### src/rtl/mem_arbiter.sv
// mem_arbiter: shares one slow-memory line port between the I-cache and
// D-cache miss/writeback ports. Whole transactions are serialised, ties are
// arbitrated round-robin or D-first, and each port has a saturating
// completion counter for performance measurement.
//
// state | meaning
// IDLE  | no transaction in flight; requests are arbitrated this cycle
// GNT_I | I-cache transaction on the memory port, waiting for mem_ready
// GNT_D | D-cache transaction on the memory port, waiting for mem_ready
module mem_arbiter #(
    parameter int D_PRIORITY = 0,
    parameter int CNT_W      = 16
) (
    input  logic             clk,
    input  logic             rst_n,
    input  logic             i_read,
    input  logic             i_write,
    input  logic [27:0]      i_addr,
    input  logic [127:0]     i_wdata,
    output logic [127:0]     i_rdata,
    output logic             i_ready,
    input  logic             d_read,
    input  logic             d_write,
    input  logic [27:0]      d_addr,
    input  logic [127:0]     d_wdata,
    output logic [127:0]     d_rdata,
    output logic             d_ready,
    output logic             mem_read,
    output logic             mem_write,
    output logic [27:0]      mem_addr,
    output logic [127:0]     mem_wdata,
    input  logic [127:0]     mem_rdata,
    input  logic             mem_ready,
    output logic             busy,
    output logic [CNT_W-1:0] cnt_i,
    output logic [CNT_W-1:0] cnt_d
);

    typedef enum logic [1:0] {
        IDLE  = 2'd0,
        GNT_I = 2'd1,
        GNT_D = 2'd2
    } state_t;

    localparam logic PORT_I = 1'b0;
    localparam logic PORT_D = 1'b1;

    state_t           r_state;
    state_t           w_state_nxt;
    logic             r_last_gnt;
    logic             r_mem_read;
    logic             r_mem_write;
    logic [27:0]      r_mem_addr;
    logic [127:0]     r_mem_wdata;
    logic [CNT_W-1:0] r_cnt_i;
    logic [CNT_W-1:0] r_cnt_d;

    logic w_req_i;
    logic w_req_d;
    logic w_grant_i;
    logic w_grant_d;
    logic w_done_i;
    logic w_done_d;

    assign w_req_i = i_read | i_write;
    assign w_req_d = d_read | d_write;

    // Arbitration in IDLE and completion detection in the grant states.
    always_comb begin
        w_state_nxt = r_state;
        w_grant_i   = 1'b0;
        w_grant_d   = 1'b0;
        w_done_i    = 1'b0;
        w_done_d    = 1'b0;
        case (r_state)
            IDLE: begin
                if (w_req_i && w_req_d) begin
                    // Tie: D-first mode, or hand the grant to the port that did not win last.
                    if ((D_PRIORITY != 0) || (r_last_gnt == PORT_I)) begin
                        w_grant_d = 1'b1;
                    end else begin
                        w_grant_i = 1'b1;
                    end
                end else if (w_req_d) begin
                    w_grant_d = 1'b1;
                end else if (w_req_i) begin
                    w_grant_i = 1'b1;
                end
                if (w_grant_d) begin
                    w_state_nxt = GNT_D;
                end else if (w_grant_i) begin
                    w_state_nxt = GNT_I;
                end
            end
            GNT_I: begin
                if (mem_ready) begin
                    w_done_i    = 1'b1;
                    w_state_nxt = IDLE;
                end
            end
            GNT_D: begin
                if (mem_ready) begin
                    w_done_d    = 1'b1;
                    w_state_nxt = IDLE;
                end
            end
            default: w_state_nxt = IDLE;
        endcase
    end

    // State register.
    always_ff @(posedge clk) begin
        if (!rst_n) begin
            r_state <= IDLE;
        end else begin
            r_state <= w_state_nxt;
        end
    end

    // Latch the winner's request onto the memory port; held until completion.
    always_ff @(posedge clk) begin
        if (!rst_n) begin
            r_last_gnt  <= PORT_I;
            r_mem_read  <= 1'b0;
            r_mem_write <= 1'b0;
            r_mem_addr  <= '0;
            r_mem_wdata <= '0;
        end else if (w_grant_d) begin
            // A simultaneous read and write is treated as a write.
            r_last_gnt  <= PORT_D;
            r_mem_read  <= d_read & ~d_write;
            r_mem_write <= d_write;
            r_mem_addr  <= d_addr;
            r_mem_wdata <= d_wdata;
        end else if (w_grant_i) begin
            r_last_gnt  <= PORT_I;
            r_mem_read  <= i_read & ~i_write;
            r_mem_write <= i_write;
            r_mem_addr  <= i_addr;
            r_mem_wdata <= i_wdata;
        end else if (w_done_i || w_done_d) begin
            r_mem_read  <= 1'b0;
            r_mem_write <= 1'b0;
        end
    end

    // Saturating per-port completion counters.
    always_ff @(posedge clk) begin
        if (!rst_n) begin
            r_cnt_i <= '0;
            r_cnt_d <= '0;
        end else begin
            if (w_done_i && (r_cnt_i != {CNT_W{1'b1}})) begin
                r_cnt_i <= r_cnt_i + 1'b1;
            end
            if (w_done_d && (r_cnt_d != {CNT_W{1'b1}})) begin
                r_cnt_d <= r_cnt_d + 1'b1;
            end
        end
    end

    assign mem_read  = r_mem_read;
    assign mem_write = r_mem_write;
    assign mem_addr  = r_mem_addr;
    assign mem_wdata = r_mem_wdata;
    assign busy      = (r_state != IDLE);
    assign cnt_i     = r_cnt_i;
    assign cnt_d     = r_cnt_d;

    // Read data is shared; only the ready pulse says whose it is.
    assign i_rdata   = mem_rdata;
    assign d_rdata   = mem_rdata;
    assign i_ready   = w_done_i;
    assign d_ready   = w_done_d;

endmodule

### config.mk
export PLATFORM = sky130hd
export DESIGN_NAME = mem_arbiter
export DESIGN_NICKNAME = d
export VERILOG_FILES = /design/src/rtl/mem_arbiter.sv
export SDC_FILE = /design/constraint.sdc
export NUM_CORES = 1
export LEC_CHECK = 0
export BUFFER_PORTS_ARGS = -buffer_cell sky130_fd_sc_hd__buf_2
export CAP_MARGIN = 25
export CORE_AREA = 2 2 353 355
export CTS_BUF_LIST = sky130_fd_sc_hd__clkbuf_8
export CTS_CLUSTER_SIZE = 25
export DETAILED_ROUTE_END_ITERATION = 7
export DIE_AREA = 0 0 355 357
export PLACE_DENSITY = 0.35
export RECOVER_POWER = 100
export SLEW_MARGIN = 20
export SYNTH_ARGS = -nofsm -noshare
export SYNTH_HDL_FRONTEND = slang
export SYNTH_SLANG_ARGS = --single-unit
### constraint.sdc
create_clock -name clk -period 3.2 [get_ports clk]
set_input_delay 0.64 -clock clk [delete_from_list [all_inputs] [get_ports clk]]
set_output_delay 0.64 -clock clk [all_outputs]
set_load 0.1 [all_outputs]
Yosys cells after proc, flatten, opt, wreduce, memory -nomap -nowiden:

Cells that the tools add are included.

* add/subtract/negate cells: 2
* equal/unequal tests: 6
* muxes and demuxes: 29
* bitwise logic cells: 6
* reductions and logical operators: 10

Operator list (count)
* two-way mux 128 bit: 2
* two-way mux 28 bit: 2
* adder 16 x 1 -> 16 bit (second input constant): 2
* != test 16 bit (second input constant): 2
* two-way mux 1 bit: 21
* two-way mux 2 bit: 3
* case mux 2 bit (2 select lines): 1
* nonzero test 2 bit: 2
* logical AND 1 bit: 3
* != test 3 x 1 -> 1 bit (second input constant): 1
* nonzero test 3 bit: 1
* bitwise AND 1 bit: 2
* equality test 2 x 1 -> 1 bit (second input constant): 1
* equality test 2 bit (second input constant): 1
* zero test 2 bit: 1
* != test 2 x 1 -> 1 bit (second input constant): 1
* NOT 1 bit: 2
* bitwise OR 1 bit: 2
* AND reduction 2 bit: 1
* OR reduction 2 bit: 1
* logical OR 1 bit: 1

* bits in registers: 193
* bits of input ports: 447

Logic depth before layout (Yosys ltp):

Gate-level depths: netlist (run 1).

* depth after elaboration: 8
* mapped depth: 8

Worst setup path after synthesis (run 1):

OpenSTA, ideal clock, no wires.

* kind: reg-to-reg
* from: register r_cnt_i[1], in the netlist cnt_i[1]
* to: register r_cnt_i[12], in the netlist cnt_i[12]
* library setup time: 0.071 ns
* arrival time: 2.404 ns
* data required time: 3.129 ns
* setup slack: 0.725 ns
* stages on the path, launching flop included: 7
* buffers on the path: 1
* period minus slack after synthesis: 2.475 ns
* cell sequence: dfxtp_1 ha_1 nand3_1 or2_0 buf_2 or4_1 a21oi_1

* longest elaborated chain between the ends: 2

RTL lines
* start: declaration: line 55 `logic [CNT_W-1:0] r_cnt_i;`
* start signal: assignment: line 154 `r_cnt_i <= r_cnt_i + 1'b1;`
* branches (longest 2 deep; another with adder 16 x 1 -> 16 bit)

Several ways; the timed one is not identified.
A chain may end at the register's enable or synchronous reset.

Worst setup path after layout (run 1):

* from: register r_state[1]
* to: register r_mem_addr[19], in the netlist mem_addr[19]

* longest elaborated chain between the ends: 3

RTL lines
* start: declaration: line 48 `state_t r_state;`
* start signal: assignment: line 116 `r_state <= w_state_nxt;`
* zero test 2 bit (*): line 75 `case (r_state)`
* two-way mux 1 bit: line 75
* two-way mux 28 bit / nonzero test 2 bit (equally long branches)
* end signal: assignment: line 133 `r_mem_addr <= d_addr;`
* end signal: assignment: line 139 `r_mem_addr <= i_addr;`
* end: declaration: line 53 `logic [27:0] r_mem_addr;`

Every way passes the cells marked *; elsewhere a longest branch is shown, timed or not.

==> results of run 1 <==
## logic make-up after synthesis
kind of cell | Yosys count | share of synthesized area [%]
flops | 193 | 40.3
mux | 7 | 0.731
compound gates | 222 | 20.7
fa+ha+maj | 5 | 0.653
simple gates | 255 | 12.2
buf+inv | 350 | 25.4
xor+xnor | 1 | 0.0914
## metrics by stage
stage                     instances  hold WS (ns)
after floorplan                1033         0.466
after global placement         2868         0.474
after detailed placement       2868         0.475
after CTS                      2900         0.126
after global routing           2901         0.146
final                          2901         0.262
## flip-flops by register name, summed over array words and instances (netlist names)
signal,flops
mem_wdata,128
mem_addr,28
cnt_d,16
cnt_i,16
r_state,2
mem_read,1
mem_write,1
r_last_gnt,1
## critical path, cell delays in order (launching register included)
cell and delay [ns]:
dfxtp_1 0.38, inv_1 0.07, ha_1 0.28, o41ai_4 0.08, buf_2 1.27, buf_6 0.42, a222oi_1 0.13, nor2_1 0.11
## power by group through the flow
stage               logic, W  clock network [W]  registers (W)
floorplan            0.00313                  0        0.00627
detailed placement   0.00627                  0        0.00320
CTS                  0.00628            0.00204        0.00315
global placement     0.00630                  0        0.00321
finish               0.00600            0.00186        0.00316
global route         0.00632            0.00211        0.00322
## worst max path at each step
stage	end	slack, ns
floorplan	cnt_i[12]$_SDFFE_PN0P_	0.73
global placement	mem_addr[19]$_SDFFE_PN0P_	0.74
detailed placement	mem_wdata[73]$_SDFFE_PN0P_	0.74
CTS	d_ready	0.14
global route	mem_wdata[37]$_SDFFE_PN0P_	0.02
finish	mem_addr[19]$_SDFFE_PN0P_	0.24
## routing by layer
metal	routed length, um	GRT usage [%]	up-vias
met2	30200	15.6	734
met5	23	0	-
li1	-	-	4051
met1	20600	8.99	4302
met3	9260	6.31	108
met4	2460	4.42	4
## cell usage after synthesis (all sizes together) (2+ instances only)
| master | instances |
|---|---|
| nor2 | 159 |
| o31ai | 13 |
| nand3 | 11 |
| and3 | 4 |
| mux2i | 7 |
| dfxtp | 193 |
| o21ai | 13 |
| nand2b | 10 |
| a21oi | 26 |
| nand2 | 21 |
| o311ai | 2 |
| or2 | 4 |
| or3 | 8 |
| inv | 12 |
| o41ai | 3 |
| and4 | 2 |
| nor4 | 7 |
| nor3 | 5 |
| a222oi | 156 |
| or4 | 11 |
| buf | 306 |
| nand4 | 10 |
| clkbuf | 31 |
| o211ai | 2 |
| ha | 5 |
## layout make-up
type | instances | area (sq um)
Timing Repair Buffer | 535 | 2580
Fill cell | 14500 | 111000
Clock buffer | 17 | 234
Multi-Input combinational cell | 490 | 3300
Tap cell | 1637 | 2050
Inverter | 13 | 56.3
Clock inverter | 15 | 200
Antenna cell | 1 | 2.50
Sequential cell | 193 | 3860
==> impl_metrics.py, run 1 <==
metrics = {
    "sta": {
        "slew_headroom_pct": -17.8,
        "timing.final.crit_share_pct": 92.5,
        "skew_ns": 0.0243,
        "finalMaxSlewViolations": 70,
        "fin_crit_ns": 2.96,
        "fmax_mhz": 338,
        "hold_viol": 0,
        "rsz0062_at_grt": "no",
        "timing.setup.tns_ns": 0,
        "tightest_slew_ns": 1.77,
        "setup_ws_ns": 0.239,
        "setup_viol": 0,
    },
    "hold_path": {
        "hold_path_class": "input pin to flop",
        "holdPathStages": 3,
        "holdPathEnd": "mem_wdata[76]$_SDFFE_PN0P_",
        "hold_start": "i_wdata[76]",
    },
    "setup_path": {
        "end_kind": "flop",
        "cp-start-kind": "flop",
        "rrSetupSlack_ns": 0.24,
        "rr_endpoint": "mem_addr[19]$_SDFFE_PN0P_",
        "cp_max_fo": 70,
        "path_class": "flop to flop",
        "r2r-start": "r_state[1]$_SDFFE_PN0P_",
        "startpoint": "r_state[1]$_SDFFE_PN0P_",
        "worstPathArrival_ns": 3.52,
        "cp.required_ns": 3.76,
        "ff2ff_path_depth": 7,
    },
    "run_status": {
        "status": "finished, violations left",
        "violations": "DRC, capacitance limit, slew limit",
    },
    "placed_design": {
        "io_buffers": 511,
        "hpwl_um": 51700,
        "dpl-instance-area_sq_mm": 0.0121,
        "dp_worst_setup_slack_ns": 0.738,
        "place_congestion": 0.794,
    },
    "clock_tree": {
        "clk_latency_ns": 0.62,
        "cts-htree-levels": 4,
        "ctsHoldBuffers": 0,
        "cts_num_sinks": 193,
        "cts_resized": 0,
        "cts_tree": "yes",
        "path_clk_slew_ns": 0.15,
        "cts_buffers": 17,
        "cts.path.max_buffers": 2,
        "post_cts_buffers": 0,
        "ctsRootBufferMaster": "clkbuf_8",
    },
    "pwr": {
        "power_density_mw_per_mm2": 897,
        "p_int_w": 0.00452,
        "p_seq_share_pct": 28.7,
        "p_total_w": 0.0110,
        "power_leakage_nw": 4.37,
        "switching_share_pct": 59.0,
        "switching_power_w": 0.00650,
        "p_comb_share_pct": 54.4,
        "peakVddDrop_uv": 545,
        "clkPwrFrac_pct": 16.9,
    },
    "synthesis": {
        "synthCells": 1033,
        "synth_cell_types": 46,
        "avgSynthCellArea_sq_um": 9.28,
        "synthArstFlopShare_pct": 0,
        "netlist.area_leader.share_pct": 40.3,
        "synth_seq_cells": 193,
        "yosysWarnings": 0,
        "seq_area_frac_synth_pct": 40.3,
        "yosysTopAreaCell": "dfxtp_1",
        "netlist_area_sq_mm": 0.00958,
        "synthTopCellsByArea": "dfxtp_1 40%, buf_4 20%, a222oi_1 16%",
        "synth_flop_cell": "dfxtp_1",
        "synth_edf_count": 0,
        "synth_nets": 1485,
    },
    "grt": {
        "grt_first_pass_wirelength_um": 79800,
        "grt_pass1_vias": 8635,
        "overflow": 0,
        "grt_max_degree": 86,
        "grtUsageTotal_pct": 9.42,
        "antenna_found_initial": 13,
    },
    "routing": {
        "vias": 9199,
        "routed_wl_um": 62600,
        "ant_nets": 0,
        "viasPerCell": 3.17,
        "drt_iter0_markers": 922,
        "drc_errors": 2,
        "firstDrtPassIters": 8,
        "wire_per_inst_um": 21.6,
    },
    "flow_run": {
        "maxCapViolCount": 2,
    },
    "die": {
        "placementRows": 129,
        "die_x_um": 355,
        "core-area_sq_mm": 0.123,
        "die_area_sq_mm": 0.127,
        "die_h_um": 357,
        "initial_utilization_pct": 7.79,
        "pin_count": 896,
    },
    "final_layout": {
        "layout_commonest_cell": "buf_2",
        "final_area_sq_mm": 0.0123,
        "utilization_pct": 9.99,
        "layout-drive-gt1-share_pct": 31.2,
        "nets": 1702,
        "synthToLayoutAreaGrowth_pct": 28.2,
        "final_cell_mix": "320 x buf_2, 193 x dfxtp_1, 179 x clkbuf_1, 159 x nor2_1, 156 x a222oi_1",
    },
}
Note: power is estimated with default switching activity, not from simulation.
==> run 2: changes to the inputs <==
- BUFFER_PORTS_ARGS: -buffer_cell sky130_fd_sc_hd__buf_2 -> not set
- CORE_AREA: 2 2 353 355 -> 2 2 344 346
- CTS_CLUSTER_SIZE: 25 -> not set
- DIE_AREA: 0 0 355 357 -> 0 0 346 348
- DONT_BUFFER_PORTS: not set -> 1
- PLACE_DENSITY: 0.35 -> 0.3
==> run 2 against run 1 <==
Net effect: the flow finishes with violations (DRC); sequential power is 74% higher; die area is 5.0% lower; final cell count is 19% lower; final area is 18% lower; fmax is 1.9% higher; highest routed layer is now met4; wire length is 16% lower; sequential cell count stayed put; register-to-register slack better by 0.06 ns; critical endpoint is now cnt_d[10]$_SDFFE_PN0P_; clock skew is 0.0029 ns higher.
==> impl_metrics.py, run 2 (same netlist as run 1, synthesis figures left out) <==
metrics = {
    "grt": {
        "grt_pass1_vias": 7292,
        "antenna_found_initial": 6,
        "overflow": 0,
        "grt_first_pass_wirelength_um": 68000,
        "grt_max_degree": 117,
        "grtUsageTotal_pct": 8.43,
    },
    "final_layout": {
        "final_cell_mix": "193 x dfxtp_1, 159 x nor2_1, 156 x a222oi_1, 56 x clkbuf_1, 25 x a21oi_1",
        "nets": 1261,
        "layout_commonest_cell": "dfxtp_1",
        "fillerInstances": 13600,
        "synthToLayoutAreaGrowth_pct": 5.17,
        "largest_reg_flops": 128,
        "layout-drive-gt1-share_pct": 9.37,
    },
    "clock_tree": {
        "cts-htree-levels": 4,
        "clk_latency_ns": 0.60,
        "cts_resized": 0,
        "cts.path.max_buffers": 2,
        "cts_buffers": 17,
        "post_cts_buffers": 0,
        "ctsRootBufferMaster": "clkbuf_8",
        "ctsHoldBuffers": 0,
        "cts_tree": "yes",
        "path_clk_slew_ns": 0.12,
        "cts_num_sinks": 193,
    },
    "die": {
        "die_h_um": 348,
        "core-area_sq_mm": 0.117,
        "die_x_um": 346,
        "placementRows": 126,
        "initial_utilization_pct": 8.19,
        "pin_count": 896,
        "die_area_sq_mm": 0.120,
    },
    "placed_design": {
        "hpwl_um": 43300,
        "dp_worst_setup_slack_ns": 0.686,
        "place_congestion": 0.774,
        "io_buffers": 0,
    },
    "sta": {
        "hold_viol": 0,
        "setup_ws_ns": 0.295,
        "tightest_slew_ns": 1.47,
        "setup_viol": 0,
        "slew_headroom_pct": 2.31,
        "fin_crit_ns": 2.90,
        "rsz0062_at_grt": "no",
        "timing.final.crit_share_pct": 90.8,
        "timing.setup.tns_ns": 0,
        "skew_ns": 0.0272,
        "fmax_mhz": 344,
        "finalMaxSlewViolations": 0,
    },
    "setup_path": {
        "end_kind": "flop",
        "cp_max_fo": 7,
        "slowest_delay_ns": 0.97,
        "cp.required_ns": 3.73,
        "crit_path_top_delay_cell": "clkbuf_1",
        "cp-start-kind": "flop",
        "path_class": "flop to flop",
        "cp_cell_sequence": "clkbuf_1 > ha_1 > and4_1 > o2111ai_1 > or3_1 > a21oi_1",
        "rrSetupSlack_ns": 0.30,
        "worstPathArrival_ns": 3.43,
        "rr_endpoint": "cnt_d[10]$_SDFFE_PN0P_",
        "ff2ff_path_depth": 6,
        "r2r-start": "cnt_d[1]$_SDFFE_PN0P_",
    },
    "pwr": {
        "power_leakage_nw": 2.96,
        "clkPwrFrac_pct": 17.6,
        "p_int_w": 0.00435,
        "p_seq_share_pct": 52.9,
        "power_density_mw_per_mm2": 1040,
        "peakVddDrop_uv": 424,
        "switching_power_w": 0.00608,
        "p_comb_share_pct": 29.6,
        "switching_share_pct": 58.3,
    },
    "routing": {
        "drc_errors": 7,
        "viasPerCell": 3.16,
        "ant_nets": 0,
        "vias": 7476,
        "wire_per_inst_um": 22.3,
        "firstDrtPassIters": 8,
        "routed_wl_um": 52600,
        "drt_iter0_markers": 1163,
    },
    "hold_path": {
        "hold_start": "rst_n",
        "holdPathStages": 1,
        "hold_path_class": "input pin to flop",
        "holdPathEnd": "cnt_d[7]$_SDFFE_PN0P_",
    },
    "flow_run": {
        "maxCapViolCount": 0,
    },
    "run_status": {
        "status": "finished, violations left",
        "violations": "DRC",
    },
}
## run 2: cell count changes in the layout (fill, tap and decap cells not counted), moves of 2 or more
| cell | before | now |
|---|---|---|
| clkbuf_1 | 179 | 56 |
| clkinv_4 | 0 | 4 |
| bufinv_16 | 0 | 2 |
| inv_12 | 3 | 0 |
| buf_4 | 12 | 14 |
| diode_2 | 1 | 5 |
| buf_2 | 320 | 0 |
| clkinv_8 | 6 | 1 |
## run 2: worst max-delay path by stage
stage / start / to / slack, ns / cells past startpoint
after detailed placement: i_write / mem_wdata[13]$_SDFFE_PN0P_ / 0.69 / 5
after CTS: r_state[0]$_SDFFE_PN0P_ / d_ready / 0.25 / 5
after floorplan: cnt_i[1]$_SDFFE_PN0P_ / cnt_i[12]$_SDFFE_PN0P_ / 0.73 / 6
after global placement: i_write / mem_wdata[13]$_SDFFE_PN0P_ / 0.78 / 5
after global routing: cnt_i[11]$_SDFFE_PN0P_ / cnt_i[4]$_SDFFE_PN0P_ / 0.10 / 6
final: cnt_d[1]$_SDFFE_PN0P_ / cnt_d[10]$_SDFFE_PN0P_ / 0.30 / 6
## run 2: cell type report
cell class              instances  area, sq um  area share, %
multi-input cells             490         3290           32.7
repair buffers                 94          512           5.08
flip-flops and latches        193         3860           38.3
clock buffers                  18          248           2.46
clock inverters                14          173           1.71
inverters                      13         53.8          0.534
well taps                    1536         1920           19.1
diodes                          5         12.5          0.124
## run 2: critical path, delay by kind of cell (launching register included)
family / cells / cell delay [ns]
and+or+nand+nor: 2 / 0.68
buffers and inverters: 1 / 0.97
DFF: 1 / 0.32
AOI/OAI and AO/OA: 2 / 0.49
adders and majority gates: 1 / 0.38
## run 2: per-stage QoR
stage | utilization [%] | hold slack, ns | instances | cell area, sq um | total power [W]
finish | 8.62 | 0.155 | 2363 | 10100 | 0.0104
global route | 8.62 | 0.0490 | 2363 | 10100 | 0.0110
CTS | 8.88 | 0.0143 | 2358 | 10400 | 0.0108
detailed placement | 8.52 | 0.493 | 2326 | 9960 | 0.00887
global placement | 8.47 | 0.487 | 2323 | 9910 | 0.00880
floorplan | - | 0.466 | 1033 | 9580 | 0.00940
## run 2: power by group through the flow
stage	registers [W]	logic [W]	clock network, W
CTS	0.00553	0.00330	0.00199
floorplan	0.00627	0.00313	0
global route	0.00557	0.00335	0.00207
detailed placement	0.00558	0.00329	0
global placement	0.00564	0.00316	0
finish	0.00551	0.00309	0.00183
## run 2: per-layer routing
metal	vias up	track usage, %	share of wire [%]
met5	-	0	0
met4	0	5.86	6.2
met3	113	4.67	13
met2	729	14.7	51
met1	3457	7.39	30
li1	3177	-	-
==> run 3: changes to the inputs <==
- GPL_TIMING_DRIVEN: not set -> 0
==> run 3 against run 2 <==
Net effect: the flow still finishes with violations (DRC); via count up 22%; sequential share of layout area down 4.7 points; count of clock-buffer cells in the layout unchanged; worst setup slack worse by 0.052 ns; fmax down 1.7%; worst hold slack better by 0.0048 ns; first-iteration DRC count up 11%; final area up 14%; final cell count up 14%; die area unchanged; sequential cell count unchanged; highest routed layer unchanged.
==> impl_metrics.py, run 3 (same netlist as run 1, synthesis figures left out) <==
metrics = {
    "sta": {
        "fmax_mhz": 338,
        "hold_viol": 0,
        "timing.final.crit_share_pct": 92.4,
        "slew_headroom_pct": 3.91,
        "finalMaxSlewViolations": 0,
        "rsz0062_at_grt": "no",
        "fin_crit_ns": 2.96,
        "timing.setup.tns_ns": 0,
        "skew_ns": 0.0189,
        "tightest_slew_ns": 1.45,
        "setup_viol": 0,
    },
    "routing": {
        "wire_per_inst_um": 24.2,
        "drt_iter0_markers": 1293,
        "viasPerCell": 3.38,
        "drc_errors": 25,
        "vias": 9115,
        "ant_nets": 0,
        "firstDrtPassIters": 8,
        "routed_wl_um": 65200,
    },
    "final_layout": {
        "nets": 1570,
        "largest_reg_flops": 128,
        "layout_commonest_cell": "clkbuf_1",
        "final_cell_mix": "323 x clkbuf_1, 193 x dfxtp_1, 159 x nor2_1, 156 x a222oi_1, 26 x a21oi_1",
        "final_area_sq_mm": 0.0115,
        "layout.cells.non_filler": 2694,
        "layout-drive-gt1-share_pct": 8.66,
        "synthToLayoutAreaGrowth_pct": 19.8,
        "utilization_pct": 9.81,
    },
    "setup_path": {
        "end_kind": "flop",
        "r2r-start": "cnt_d[11]$_SDFFE_PN0P_",
        "ff2ff_path_depth": 7,
        "cp_max_fo": 10,
        "cp.required_ns": 3.67,
        "crit_end": "cnt_d[0]$_SDFFE_PN0P_",
        "startpoint": "cnt_d[11]$_SDFFE_PN0P_",
        "worstPathArrival_ns": 3.42,
        "rr_endpoint": "cnt_d[0]$_SDFFE_PN0P_",
        "rrSetupSlack_ns": 0.24,
        "crit_path_top_delay_cell": "clkbuf_1",
        "slowest_delay_ns": 1.00,
        "cp-start-kind": "flop",
        "cp_cell_sequence": "clkbuf_1 > buf_1 > nand4_2 > nor4_2 > clkbuf_2 > or3_1 > a21oi_1",
        "path_class": "flop to flop",
    },
    "pwr": {
        "power_leakage_nw": 3.45,
        "peakVddDrop_uv": 507,
        "p_total_w": 0.0123,
        "power_density_mw_per_mm2": 1070,
    },
    "hold_path": {
        "hold_path_class": "input pin to flop",
        "hold_start": "rst_n",
    },
    "grt": {
        "grtUsageTotal_pct": 10.2,
        "grt_first_pass_wirelength_um": 81300,
        "antenna_found_initial": 21,
        "overflow": 0,
        "grt_pass1_vias": 8554,
        "grt_max_degree": 18,
    },
    "run_status": {
        "violations": "DRC",
        "status": "finished, violations left",
    },
    "placed_design": {
        "hpwl_um": 55700,
        "place_congestion": 0.910,
        "dpl-instance-area_sq_mm": 0.0125,
        "io_buffers": 0,
        "place_inst": 2622,
    },
    "clock_tree": {
        "path_clk_slew_ns": 0.12,
        "cts_tree": "yes",
        "cts.path.max_buffers": 2,
        "cts_buffers": 17,
        "ctsHoldBuffers": 0,
        "cts_num_sinks": 193,
        "ctsRootBufferMaster": "clkbuf_8",
        "cts-htree-levels": 4,
        "clk_latency_ns": 0.62,
    },
    "die": {
        "die_area_sq_mm": 0.120,
        "core-area_sq_mm": 0.117,
        "die_h_um": 348,
        "initial_utilization_pct": 8.19,
        "pin_count": 896,
        "die_x_um": 346,
        "placementRows": 126,
    },
    "flow_run": {
        "maxCapViolCount": 0,
    },
}
-- run 3: layer usage --
layer / vias to the layer above / global-route usage [%] / routed length, um
li1: 3826 / - / -
met1: 4479 / 10.7 / 23600
met2: 717 / 18.4 / 33400
met3: 93 / 3.15 / 5550
met4: 0 / 5.12 / 2700
met5: - / 0 / 0
-- run 3: critical path: cells and delay by family, from the launching register on --
family / cells / cell delay (ns)
AOI/OAI and AO/OA: 1 / 0.06
and+or+nand+nor: 3 / 0.86
DFF: 1 / 0.40
buffers and inverters: 3 / 1.48
-- run 3: area by class of cell --
cell class | instances | area (sq um)
diodes | 27 | 67.6
plain buffers | 337 | 1420
clock buffers | 18 | 248
clock inverters | 14 | 156
fillers | 13900 | 105000
inverters | 13 | 48.8
multi-input cells | 490 | 3280
flip-flops and latches | 193 | 3860
well taps | 1536 | 1920
repair buffers | 66 | 474
-- run 3: power by group --
group,switching (W),internal [W],total [W]
Clock,0.00109,0.000724,0.00181
Combinational,0.00328,0.000949,0.00423
Sequential,0.00338,0.00284,0.00622
Total,0.00775,0.00452,0.0123
-- run 3: what timing repair did --
action,in CTS,in global routing
buffers inserted,0,0
resized for setup,1,0
setup endpoints to repair,1,0
-- run 3: worst min-delay path by stage --
stage / to / slack, ns / cells after the start
after global routing: mem_addr[20]$_SDFFE_PN0P_ / 0.1 / 2
after global placement: r_state[0]$_SDFFE_PN0P_ / 0.52 / 2
after CTS: cnt_i[15]$_SDFFE_PN0P_ / 0.04 / 2
after detailed placement: r_state[1]$_SDFFE_PN0P_ / 0.50 / 2
after floorplan: r_state[1]$_SDFFE_PN0P_ / 0.47 / 2
final: cnt_i[15]$_SDFFE_PN0P_ / 0.16 / 2
-- run 3: per-stage QoR --
stage / setup WS, ns / hold slack (ns)
3_3_place_gp: -0.603 / 0.522
4_1_cts: 0.142 / 0.0367
6_report: 0.243 / 0.160
5_1_grt: 0.0459 / 0.0981
2_1_floorplan: 0.725 / 0.466
3_5_place_dp: -0.194 / 0.505
